--- src/rtl/if_id_fetch_if.sv ---
// Fetch-stage bus: PC in, PC stall out, instruction-memory handshake,
// hazard/flush controls and the IF/ID pipeline register contents.
interface if_id_fetch_if;
    logic [31:0] pc_i;
    logic        pc_stall_o;
    logic        imem_req_o;
    logic [31:0] imem_addr_o;
    logic        imem_ack_i;
    logic [31:0] imem_data_i;
    logic        stall_i;
    logic        flush_i;
    logic        if_id_valid_o;
    logic [31:0] if_id_pc_o;
    logic [31:0] if_id_pc4_o;
    logic [31:0] if_id_instr_o;
    logic        misalign_o;

    // Surrounding pipeline / memory side.
    modport master (
        output pc_i, imem_ack_i, imem_data_i, stall_i, flush_i,
        input  pc_stall_o, imem_req_o, imem_addr_o, if_id_valid_o,
               if_id_pc_o, if_id_pc4_o, if_id_instr_o, misalign_o
    );

    // Fetch stage side.
    modport slave (
        input  pc_i, imem_ack_i, imem_data_i, stall_i, flush_i,
        output pc_stall_o, imem_req_o, imem_addr_o, if_id_valid_o,
               if_id_pc_o, if_id_pc4_o, if_id_instr_o, misalign_o
    );
endinterface

--- src/rtl/if_id_fetch.sv ---
// Fetch stage: issues imem reads at pc_i, absorbs variable memory latency,
// buffers one instruction across hazard stalls, and fills the IF/ID register.
//
// state | meaning
// FETCH | request outstanding at pc_i (when aligned), waiting for ack
// HOLD  | one fetched instruction buffered while decode is stalled
// HALT  | misaligned pc seen; waits for flush or reset
module if_id_fetch #(
    parameter logic [31:0] NOP_INSTR = 32'h00000013,
    parameter logic [31:0] PC_INC    = 32'd4
) (
    input  logic          clk_i,
    input  logic          rst_i,
    if_id_fetch_if.slave  bus
);

    typedef enum logic [1:0] {FETCH, HOLD, HALT} state_t;
    typedef enum logic [1:0] {LD_NONE, LD_BUBBLE, LD_MEM, LD_BUF} load_t;

    state_t      state, state_n;
    load_t       load_sel;
    logic        capture;
    logic        misalign_q, misalign_n;
    logic        req_c, pc_stall_c;
    logic        aligned;

    logic        valid_q;
    logic [31:0] pc_q, pc4_q, instr_q;
    logic [31:0] buf_pc, buf_instr;

    assign aligned = (bus.pc_i[1:0] == 2'b00);

    // State, IF/ID register, one-deep buffer and sticky misalign flag.
    always_ff @(posedge clk_i or posedge rst_i) begin
        if (rst_i) begin
            state      <= FETCH;
            misalign_q <= 1'b0;
            valid_q    <= 1'b0;
            pc_q       <= '0;
            pc4_q      <= '0;
            instr_q    <= NOP_INSTR;
            buf_pc     <= '0;
            buf_instr  <= '0;
        end else begin
            state      <= state_n;
            misalign_q <= misalign_n;
            if (bus.flush_i) begin
                buf_pc    <= '0;
                buf_instr <= '0;
            end else if (capture) begin
                buf_pc    <= bus.pc_i;
                buf_instr <= bus.imem_data_i;
            end
            case (load_sel)
                LD_BUBBLE: begin
                    valid_q <= 1'b0;
                    pc_q    <= '0;
                    pc4_q   <= '0;
                    instr_q <= NOP_INSTR;
                end
                LD_MEM: begin
                    valid_q <= 1'b1;
                    pc_q    <= bus.pc_i;
                    pc4_q   <= bus.pc_i + PC_INC;
                    instr_q <= bus.imem_data_i;
                end
                LD_BUF: begin
                    valid_q <= 1'b1;
                    pc_q    <= buf_pc;
                    pc4_q   <= buf_pc + PC_INC;
                    instr_q <= buf_instr;
                end
                default: ;
            endcase
        end
    end

    // Next state, IF/ID load selection, request and PC stall.
    always_comb begin
        state_n    = state;
        load_sel   = LD_NONE;
        capture    = 1'b0;
        misalign_n = misalign_q;
        req_c      = 1'b0;
        pc_stall_c = 1'b1;
        if (bus.flush_i) begin
            // Redirect: squash everything, let the PC take the target.
            load_sel   = LD_BUBBLE;
            state_n    = FETCH;
            misalign_n = 1'b0;
            pc_stall_c = 1'b0;
        end else begin
            case (state)
                FETCH: begin
                    if (!aligned) begin
                        state_n    = HALT;
                        misalign_n = 1'b1;
                        if (!bus.stall_i) load_sel = LD_BUBBLE;
                    end else begin
                        req_c = 1'b1;
                        if (bus.imem_ack_i) begin
                            if (!bus.stall_i) begin
                                load_sel   = LD_MEM;
                                pc_stall_c = 1'b0;
                            end else begin
                                capture = 1'b1;
                                state_n = HOLD;
                            end
                        end else if (!bus.stall_i) begin
                            load_sel = LD_BUBBLE;
                        end
                    end
                end
                HOLD: begin
                    pc_stall_c = bus.stall_i;
                    if (!bus.stall_i) begin
                        load_sel = LD_BUF;
                        state_n  = FETCH;
                    end
                end
                HALT: begin
                    if (!bus.stall_i) load_sel = LD_BUBBLE;
                end
                default: state_n = FETCH;
            endcase
        end
    end

    // Reset overrides the handshake: no request, PC held.
    assign bus.imem_req_o    = req_c & ~rst_i;
    assign bus.pc_stall_o    = pc_stall_c | rst_i;
    assign bus.imem_addr_o   = bus.pc_i;
    assign bus.if_id_valid_o = valid_q;
    assign bus.if_id_pc_o    = pc_q;
    assign bus.if_id_pc4_o   = pc4_q;
    assign bus.if_id_instr_o = instr_q;
    assign bus.misalign_o    = misalign_q;

endmodule

--- src/flat_wrapper.sv ---
// flat-port wrapper written by rule: the top's interface ports become plain ports
module if_id_fetch_flat 
#(
    parameter logic [31:0] NOP_INSTR = 32'h00000013,
    parameter logic [31:0] PC_INC    = 32'd4
)
  (clk_i, rst_i, bus_pc_i, bus_imem_ack_i, bus_imem_data_i, bus_stall_i, bus_flush_i, bus_pc_stall_o, bus_imem_req_o, bus_imem_addr_o, bus_if_id_valid_o, bus_if_id_pc_o, bus_if_id_pc4_o, bus_if_id_instr_o, bus_misalign_o);
  if_id_fetch_if bus_i ();
  input  logic clk_i;
  input  logic rst_i;
  input wire logic [$bits(bus_i.pc_i)-1:0] bus_pc_i;
  input wire logic [$bits(bus_i.imem_ack_i)-1:0] bus_imem_ack_i;
  input wire logic [$bits(bus_i.imem_data_i)-1:0] bus_imem_data_i;
  input wire logic [$bits(bus_i.stall_i)-1:0] bus_stall_i;
  input wire logic [$bits(bus_i.flush_i)-1:0] bus_flush_i;
  output wire logic [$bits(bus_i.pc_stall_o)-1:0] bus_pc_stall_o;
  output wire logic [$bits(bus_i.imem_req_o)-1:0] bus_imem_req_o;
  output wire logic [$bits(bus_i.imem_addr_o)-1:0] bus_imem_addr_o;
  output wire logic [$bits(bus_i.if_id_valid_o)-1:0] bus_if_id_valid_o;
  output wire logic [$bits(bus_i.if_id_pc_o)-1:0] bus_if_id_pc_o;
  output wire logic [$bits(bus_i.if_id_pc4_o)-1:0] bus_if_id_pc4_o;
  output wire logic [$bits(bus_i.if_id_instr_o)-1:0] bus_if_id_instr_o;
  output wire logic [$bits(bus_i.misalign_o)-1:0] bus_misalign_o;
  assign bus_i.pc_i = bus_pc_i;
  assign bus_i.imem_ack_i = bus_imem_ack_i;
  assign bus_i.imem_data_i = bus_imem_data_i;
  assign bus_i.stall_i = bus_stall_i;
  assign bus_i.flush_i = bus_flush_i;
  assign bus_pc_stall_o = bus_i.pc_stall_o;
  assign bus_imem_req_o = bus_i.imem_req_o;
  assign bus_imem_addr_o = bus_i.imem_addr_o;
  assign bus_if_id_valid_o = bus_i.if_id_valid_o;
  assign bus_if_id_pc_o = bus_i.if_id_pc_o;
  assign bus_if_id_pc4_o = bus_i.if_id_pc4_o;
  assign bus_if_id_instr_o = bus_i.if_id_instr_o;
  assign bus_misalign_o = bus_i.misalign_o;
  if_id_fetch #(.NOP_INSTR(NOP_INSTR), .PC_INC(PC_INC)) u_core (.clk_i(clk_i), .rst_i(rst_i), .bus(bus_i));
endmodule
--- config.mk ---
export PLATFORM = sky130hd
export DESIGN_NAME = if_id_fetch_flat
export DESIGN_NICKNAME = d
export VERILOG_FILES = /design/src/rtl/if_id_fetch_if.sv /design/src/rtl/if_id_fetch.sv /design/src/flat_wrapper.sv
export SDC_FILE = /design/constraint.sdc
export NUM_CORES = 1
export LEC_CHECK = 0
export ABC_CLOCK_PERIOD_IN_PS = 5350
export CAP_MARGIN = 10
export CORE_ASPECT_RATIO = 0.7
export CORE_MARGIN = 1.5
export CORE_UTILIZATION = 47
export CTS_BUF_LIST = sky130_fd_sc_hd__clkbuf_8
export CTS_CLUSTER_DIAMETER = 60
export DETAILED_ROUTE_END_ITERATION = 8
export GPL_TIMING_DRIVEN = 0
export PLACE_DENSITY = 0.8
export SETUP_SLACK_MARGIN = 0.2
export SYNTH_ARGS = -nofsm -noshare
export SYNTH_HDL_FRONTEND = slang
export SYNTH_SLANG_ARGS = --single-unit
--- constraint.sdc ---
create_clock -name clk_i -period 5.35 [get_ports clk_i]
set_clock_uncertainty 0.05 [all_clocks]
set_input_delay 0.8025 -clock clk_i [delete_from_list [all_inputs] [get_ports clk_i]]
set_output_delay 0.8025 -clock clk_i [all_outputs]
set_load 0.05 [all_outputs]
==> results.md, run 1 <==
- Netlist cell types: 58
- Syn. warnings: 0
- Post-synth EDFFs: 0
- Crit. End Element: output port
- Pin count of the biggest net entering global routing: 43
- Drc violations: 0
- M3 GR Usage: 8.232%
- Clock tree root driver cell: clkbuf_8
- Nets: 1193
- Finished Cell Area: 11320 um^2
- GR Util met2: 41.58%
- Post-synth ARST share: 100.0%
- Sequential fraction of the synthesis area: 47.51%
- Leak: 4.853 nW
- Clock Latency Late Sink: ~480 ps
- Die area: 19000 um^2
- FF-to-FF setup slack: 1340 ps
- Max Freq: 0.2078 GHz
- Final Cycle Share: roughly nine tenths
- R2R Path Start: u_core.state[1]
- Share of cells above drive strength 1: 8.539%
- Die H: 115.8 um
- Status: finished clean
- H-tree Lvls: 4
- CTS tree: built
- CTS Sinks: 162
- Num rows: 41
- Setup TNS Final: 0 ps
- Worst Path Arrival: 3960 ps
- Worst-case clock buffer depth: 2
- Hold Startpoint: u_core.bus.if_id_pc4_o[2]
- Initial DRC count: 702
- Setup CP Type: in2out
- Final GP Congestion: 0.9331
- Post-route ant nets: 0
- RR Endpoint: u_core.bus.if_id_pc4_o[6]
- Top cells by count, synth: nand2_1, dfrtp_1, mux2i_1, nor2_1, a21oi_1
- Worst Path Required: roughly 4500 ps
- Cts hold-fix bufs: 0
- Most used DFF post-synth: dfrtp_1
- Area leader, netlist: dfrtp_1
- Critical Path Start Type: input port
- Synth Cell Area: approximately 8500 um^2
- Post-Syn Nets: 970
- Clock-pin slew on the worst setup and hold paths: ~80 ps
- Worst Reg-to-Reg Cells: 13
- Slew Limit Fails: 0
- Peak VDD IR: 0.1627 mV
- Slew HR: 28.38%
- Routed length per instance: 19.11 um
- Post-CTS Setup Inserts: 0
- Via density per instance: 5.814
- Gr usage total: 28.01%
- Top post-synthesis cells by area: dfrtp_1, mux2i_1, nand2_1
- Max Cap Viol: 0
- Initial antenna violation count: 0
- Buffers on Ports: 200
- Final hold vios: 0
- Avg Inst Size Synth: 9.490 um^2
- DR vias: 7977
- Post-synth top area share: 46.59%
- Core area: 17900 um^2
- Die X: 164.1 um
- # IOs: ~200
- Power per cell area: 227.2 nW/um^2
- Hold_ws: 436.8 ps
- RSZ-0062 raised after global routing: no
- Met1 usage: 39.61%
- First-pass GRT wire length: ~40 mm
- Final Critical Period: 4813 ps
- Most frequent cell after synthesis: nand2_1
- # fillers: 1462
- Area Overhead vs Synth: 32.58%
- Post-cts sizing count: 0
- Busiest layer in global routing: met2
- Worst hold stages: 2
- Min-Delay Path Class: reg2reg
- Worst-margin pin slew: 1066 ps
- Total wire length: 26.21 mm
- Grt ovf: 0
- Vias in the first global route: about 7.7k
- Ant. Diodes: 0
- DP HPWL: around 19 mm
- Synthesized instance count: 900
- DRT Pass-1 Iters: 7
- Worst hold endpoint: u_core.bus.if_id_pc4_o[2]
- Num CTS Buffers: 17
- Setup violations, final: 0
- Initial Util: between 40% and 50%
- Area after DPL: 10920 um^2
- Critical Path Fanout Max: 10
- Number of synthesized register bits: approximately 160
sequential cells by signal, summed over array words and instances, names as in the netlist:
register / cells
u_core.buf_instr: 32
u_core.buf_pc: 32
u_core.bus.if_id_instr_o: 32
u_core.bus.if_id_pc_o: 30
u_core.bus.if_id_valid_o: 1
u_core.state: 2
u_core.bus.if_id_pc4_o: 32
u_core.bus.misalign_o: 1
logic make-up after synthesis:
family	synth area share, %
multiplexers	11.00
AND/OR/NAND/NOR	16.94
AO/OA/AOI/OAI	16.03
adder cells (fa/ha/maj)	0.1465
flip-flops	47.51
XOR/XNOR	2.051
buffers and inverters	6.329
worst max-delay path by stage:
stage                            from                         to  slack (ps)  depth (start not counted)
after floorplan                 rst_i             bus_pc_stall_o          -6                          2
final                     bus_pc_i[0]             bus_pc_stall_o         540                          7
after global routing      bus_pc_i[0]             bus_pc_stall_o         330                          7
after detailed placement  bus_stall_i  u_core.bus.if_id_pc4_o[6]         560                         13
after CTS                 bus_pc_i[0]             bus_pc_stall_o         570                          7
after global placement          rst_i             bus_imem_req_o       -1620                          4
routing by layer:
layer / routed length (um) / share of wire [%]
met1: 11490 / 44
met2: 11320 / 43
met3: 2881 / 11
met4: 518 / 2.0
met5: 0 / 0
stage by stage:
stage	total power (W)	setup slack, ps	util [%]	cells
2_1_floorplan	0.001495	-6.027	-	900
3_3_place_gp	0.001652	-1620	60.56	1336
3_5_place_dp	0.001664	560.7	61.00	1340
4_1_cts	0.002572	574.1	63.25	1372
5_1_grt	0.002650	325.4	63.25	1372
6_report	0.002572	537.2	63.25	1372
critical path, stage by stage:
cell and delay [ps]:
clkdlybuf4s50_1 520, nor3b_1 490, o21a_1 230, buf_2 330, buf_1 630, o21ai_0 180, clkdlybuf4s50_1 770
where the power goes:
| part | internal (W) | leakage [nW] | switching [W] | total, W |
|---|---|---|---|---|
| Combinational | 0.000156 | 2.40 | 0.000236 | 0.000392 |
| Sequential | 0.00124 | 2.24 | 0.0000122 | 0.00125 |
| Clock | 0.000458 | 0.208 | 0.000472 | 0.000930 |
| Total | 0.00185 | 4.85 | 0.000720 | 0.00257 |
area by class of cell:
cell class,instances,area (um^2),area share [%]
inverter,4,18.77,0.1657
sequential,162,4058,35.83
buffer,99,525.5,4.641
multi-input combinational,635,3943,34.82
clock buffer,21,289.0,2.552
clock inverter,11,112.6,0.9945
timing repair buffer,204,2082,18.39
tap,236,295.3,2.608
cell usage in the layout (no fill, tap or decap), types with 7 or more instances in the layout:
master | Yosys | routed
clkbuf_8 | 0 | 21
nand4_1 | 7 | 7
o21ai_0 | 17 | 17
nand3_1 | 24 | 24
nand2_1 | 179 | 179
and3_1 | 9 | 9
a21oi_1 | 68 | 68
xnor2_1 | 14 | 14
buf_4 | 34 | 34
nor2_1 | 71 | 71
nor3_1 | 12 | 12
a2bb2oi_1 | 60 | 60
buf_2 | 9 | 9
dfrtp_1 | 159 | 159
mux2i_1 | 86 | 86
nor4_1 | 7 | 7
clkbuf_1 | 48 | 48
clkdlybuf4s50_1 | 0 | 200
mux2_2 | 7 | 7
No activity file was read; power rests on OpenSTA's default activity.
==> run 2: changes to the inputs <==
--- a/config.mk
+++ b/config.mk
@@ -5,16 +5,16 @@
 export SDC_FILE = /design/constraint.sdc
 export NUM_CORES = 1
 export LEC_CHECK = 0
-export ABC_CLOCK_PERIOD_IN_PS = 5350
+export ABC_CLOCK_PERIOD_IN_PS = 5100
 export CAP_MARGIN = 10
 export CORE_ASPECT_RATIO = 0.7
-export CORE_MARGIN = 1.5
-export CORE_UTILIZATION = 47
+export CORE_UTILIZATION = 52
 export CTS_BUF_LIST = sky130_fd_sc_hd__clkbuf_8
 export CTS_CLUSTER_DIAMETER = 60
 export DETAILED_ROUTE_END_ITERATION = 8
 export GPL_TIMING_DRIVEN = 0
-export PLACE_DENSITY = 0.8
+export PLACE_DENSITY = 0.84
+export RECOVER_POWER = 25
 export SETUP_SLACK_MARGIN = 0.2
 export SYNTH_ARGS = -nofsm -noshare
 export SYNTH_HDL_FRONTEND = slang
==> constraint.sdc (replaced) <==
create_clock -name clk_i -period 5.1 [get_ports clk_i]
set_clock_uncertainty 0.05 [all_clocks]
set_input_delay 0.765 -clock clk_i [delete_from_list [all_inputs] [get_ports clk_i]]
set_output_delay 0.765 -clock clk_i [all_outputs]
set_load 0.05 [all_outputs]
==> results.md, run 2 (synthesis results as in run 1) <==
- Status: finished, violations left
- Failing checks: max-capacitance violations, max-slew violations
- Slew Limit Fails: 45
- CTS tree: built
- Post-route ant nets: 0
- Clock Latency Late Sink: between 400 and 500 ps
- Most frequent cells in the layout: clkdlybuf4s50_1, nand2_1, dfrtp_1
- Clock-pin slew on the worst setup and hold paths: 90 ps
- Share of cells above drive strength 1: 8.473%
- DR vias: between 8k and 9k
- Worst-case clock buffer depth: 2
- Routed length per instance: 19.73 um
- H-tree Lvls: 4
- Grt ovf: 0
- DP HPWL: 19.28 mm
- Crit. End Element: output port
- Total wire length: 26.69 mm
- Final Cycle Share: roughly 88%
- Leak: ~4.8 nW
- Worst Path Required: approximately 4300 ps
- # fillers: 1227
- Finished Cell Area: 11280 um^2
- Nets: 1192
- Ant. Diodes: 0
- Pin count of the biggest net entering global routing: between 40 and 50
- # IOs: 201
- First-pass GRT wire length: between 40 and 50 mm
- Critical Path Fanout Max: 44
- Initial antenna violation count: 0
- Post-cts sizing count: 0
- Slew HR: -49.87%
- Final setup margin: 619.8 ps
- Area Overhead vs Synth: 32.07%
- Initial Util: approximately 54%
- CTS Sinks: 162
- Die X: ~160 um
- Final GP Congestion: 0.8890
- RSZ-0062 raised after global routing: no
- Worst-margin pin slew: 2248 ps
- Final hold vios: 0
- Peak VDD IR: 0.1532 mV
- Clock tree root driver cell: clkbuf_8
- Final Critical Period: around 4500 ps
- Initial DRC count: 674
- Cts hold-fix bufs: 0
- Die area: 16950 um^2
- Critical Path Start Type: input port
- Die H: 109.2 um
- Dpl ws: 342.6 ps
- Most common cell after layout, fill and taps aside: clkdlybuf4s50_1
- Vias in the first global route: 7819
- DRT Pass-1 Iters: 7
- Area after DPL: between 10000 and 15000 um^2
- Min-Delay Path Class: reg2reg
- Num rows: 38
- Drc violations: 0
- Power per cell area: about 240 nW/um^2
- Worst Path Arrival: 3670 ps
- Max Freq: 0.2232 GHz
- Num CTS Buffers: 17
- Max Cap Viol: 1
- Via density per instance: 5.951
- Buffers on Ports: 200
- Setup CP Type: in2out
- Setup violations, final: 0
- Post-CTS Setup Inserts: 0
- Core area: 15790 um^2
- Gr usage total: 32.55%
-- run 2: cell types whose count changed in the layout (fill, tap and decap cells not counted) --
cell	change
inv_1	-2
bufinv_16	+1
buf_12	-1
buf_1	-1
clkbuf_8	-2
clkinvlp_4	-3
clkinv_2	+2
clkbuf_1	+1
clkinv_4	+1
clkinvlp_2	+1
-- run 2: critical path, cell delays in order --
cell	delay, ps
clkdlybuf4s50_1	470
clkinvlp_2	570
buf_12	420
buf_12	200
buf_12	200
o21ai_0	110
clkdlybuf4s50_1	890
-- run 2: per-layer routing --
metal	vias up	routed length (um)	track usage, %	share of wire, %
met5	-	0	0	0
met4	0	517	9.384	1.9
met3	56	3081	7.909	12
met2	523	11570	49.10	43
met1	3866	11520	46.71	43
li1	3607	-	-	-
-- run 2: final timing paths --
path | endpoint | cells after the start | slack, ps | from
max | bus_pc_stall_o | 7 | 620 | rst_i
min reg2reg | u_core.bus.if_id_valid_o | 2 | 440 | u_core.bus.if_id_valid_o
min | u_core.bus.if_id_valid_o | 2 | 440 | u_core.bus.if_id_valid_o
max in group asynchronous | u_core.buf_pc[16] | 3 | 1860 | rst_i
max reg2reg | u_core.bus.if_id_pc4_o[6] | 13 | 1160 | u_core.state[1]
min in group asynchronous | u_core.bus.if_id_instr_o[7] | 2 | 650 | rst_i
-- run 2: power breakdown --
group	total (W)	internal, W	leakage (nW)	switching (W)
Sequential	0.00131	0.00130	2.24	0.0000130
Combinational	0.000413	0.000162	2.39	0.000251
Clock	0.000982	0.000501	0.208	0.000481
-- run 2: layout make-up --
| type | count | area [um^2] | share of cell area, % |
|---|---|---|---|
| clock inverters | 11 | 138.9 | 1.231 |
| clock buffers | 19 | 261.5 | 2.318 |
| inverters | 4 | 16.27 | 0.1442 |
| repair buffers | 204 | 2066 | 18.31 |
| flip-flops and latches | 162 | 4058 | 35.97 |
| plain buffers | 98 | 521.8 | 4.626 |
| well taps | 220 | 275.3 | 2.440 |
| multi-input cells | 635 | 3943 | 34.95 |
-- run 2: per-stage QoR --
step	hold WS [ps]	util, %	power [W]	TNS (ps)	std cells
after detailed placement	414.2	69.06	0.001747	0	1324
after floorplan	408.5	-	0.001569	-181.0	900
final	437.7	71.46	0.002707	0	1353
after global routing	466.6	71.46	0.002780	0	1353
after CTS	435.9	71.60	0.002703	0	1354
after global placement	410.7	68.56	0.001734	-3162	1320
==> run 3: changes to the inputs <==
--- a/config.mk
+++ b/config.mk
@@ -8,12 +8,12 @@
 export ABC_CLOCK_PERIOD_IN_PS = 5100
 export CAP_MARGIN = 10
 export CORE_ASPECT_RATIO = 0.7
-export CORE_UTILIZATION = 52
+export CORE_UTILIZATION = 45
 export CTS_BUF_LIST = sky130_fd_sc_hd__clkbuf_8
 export CTS_CLUSTER_DIAMETER = 60
 export DETAILED_ROUTE_END_ITERATION = 8
 export GPL_TIMING_DRIVEN = 0
-export PLACE_DENSITY = 0.84
+export PLACE_DENSITY = 0.74
 export RECOVER_POWER = 25
 export SETUP_SLACK_MARGIN = 0.2
 export SYNTH_ARGS = -nofsm -noshare
==> results.md, run 3 (synthesis results as in run 1) <==
- Crit. End Element: output port
- Final setup margin: 511.1 ps
- Most common cell after layout, fill and taps aside: clkdlybuf4s50_1
- Gr usage total: about 27%
- Status: finished, violations left
- Power per cell area: 233.9 nW/um^2
- Grt ovf: 0
- Largest stage delay on the critical path: 750 ps
- Clock-pin slew on the worst setup and hold paths: approximately 80 ps
- Worst Path Required: 4280 ps
- Die area: 19540 um^2
- Leak: 4.836 nW
- Ordered cell list for the critical path: clkdlybuf4s50_1 -> nor3b_1 -> o21a_1 -> buf_2 -> buf_1 -> o21ai_0 -> clkdlybuf4s50_1
- Initial antenna violation count: 1
- DP HPWL: 18.98 mm
- Vias in the first global route: 7410
- Critical Path Start Type: input port
- Worst Path Arrival: 3770 ps
- # IOs: 201
- Area Overhead vs Synth: 32.02%
- Setup violations, final: 0
- Via density per instance: 5.709
- DRT Pass-1 Iters: 7
- Critical Path Fanout Max: 10
- Post-route ant nets: 0
- Min-Delay Path Class: reg2reg
- Drc violations: 0
- Max Freq: 0.2179 GHz
- Num rows: 41
- Setup TNS Final: 0 ps
- Setup CP Type: in2out
- CTS tree: built
- Max Cap Viol: 1
- First-pass GRT wire length: between 40 and 50 mm
- DR vias: 7833
- Most used cell, CP: clkdlybuf4s50_1
- Final hold vios: 0
- Worst-case clock buffer depth: 2
- Critical path's top delay family: buffers and inverters
- Final Cycle Share: 89.98%
- Peak VDD IR: 0.1255 mV
- H-tree Lvls: 4
- CP max stage cell: clkdlybuf4s50_1
- Slew Limit Fails: 39
- Die X: 166.7 um
- Clock Latency Late Sink: 470 ps
- Nets: 1193
- Total wire length: around 26 mm
- Initial DRC count: 807
- Pin count of the biggest net entering global routing: 40
- Slew HR: -50.51%
- Cts hold-fix bufs: 0
- Failing checks: max-capacitance violations, max-slew violations
- Post-CTS Setup Inserts: 0
- Clock tree root driver cell: clkbuf_8
- RSZ-0062 raised after global routing: no
- Post-cts sizing count: 0
- CTS Sinks: 162
- Share of cells above drive strength 1: 8.370%
- Buf/Inv on CP: 4
- Core area: 18310 um^2
- Die H: about 120 um
- Num CTS Buffers: 17
- Most frequent cells in the layout: clkdlybuf4s50_1, nand2_1, dfrtp_1
- Initial Util: between 40% and 50%
- Worst-margin pin slew: 2258 ps
- Buffers on Ports: 200
- Final GP Congestion: 0.9022
- Final Critical Period: about 4600 ps
- Routed length per instance: around 19 um
- Dpl ws: around 400 ps
[run 3: power breakdown]
| group | switching [W] | internal [W] |
|---|---|---|
| Sequential | 0.0000126 | 0.00130 |
| Combinational | 0.000247 | 0.000162 |
| Clock | 0.000480 | 0.000436 |
| Total | 0.000740 | 0.00190 |
[run 3: stage by stage]
| stage | hold slack, ps | power [W] | cell area [um^2] | utilization, % | std cells |
|---|---|---|---|---|---|
| after floorplan | 408.5 | 0.001569 | 8544 | - | 900 |
| after global placement | 411.1 | 0.001736 | 10840 | 59.20 | 1336 |
| after detailed placement | 414.7 | 0.001747 | 10920 | 59.64 | 1340 |
| after CTS | 435.4 | 0.002646 | 11290 | 61.65 | 1371 |
| after global routing | 464.2 | 0.002721 | 11270 | 61.56 | 1371 |
| final | 430.7 | 0.002637 | 11280 | 61.57 | 1372 |
[run 3: worst min-delay path, stage by stage, from the launching register on]
cell and delay [ps]:
dfrtp_1 350, nand2_1 50, nand2_1 50
[run 3: per-layer routing]
layer / part of all wire (%) / up-vias / track usage [%]
met5: 0.042 / - / 0
met1: 46 / 3813 / 39.06
li1: - / 3609 / -
met3: 9.6 / 35 / 8.003
met4: 1.4 / 2 / 7.469
met2: 43 / 374 / 39.55
[run 3: final timing paths]
path                                               start                   endpoint  slack, ps  cells past startpoint
worst min-delay path            u_core.bus.if_id_valid_o   u_core.bus.if_id_valid_o        430                      2
worst max register to register           u_core.state[1]  u_core.bus.if_id_pc4_o[6]       1150                     13
worst max-delay path                         bus_pc_i[0]             bus_pc_stall_o        510                      7
max in group asynchronous                          rst_i       u_core.buf_instr[29]       1550                      3
min in group asynchronous                          rst_i  u_core.bus.if_id_pc_o[25]        880                      2
worst min register to register  u_core.bus.if_id_valid_o   u_core.bus.if_id_valid_o        430                      2
[run 3: layout make-up]
type	instances	area [um^2]
Timing Repair Buffer	204	2066
Buffer	99	525.5
Fill cell	1539	7038
Inverter	4	18.77
Multi-Input combinational cell	635	3943
Clock buffer	18	247.7
Clock inverter	13	120.1
Tap cell	236	295.3
Sequential cell	162	4058
Antenna cell	1	2.502
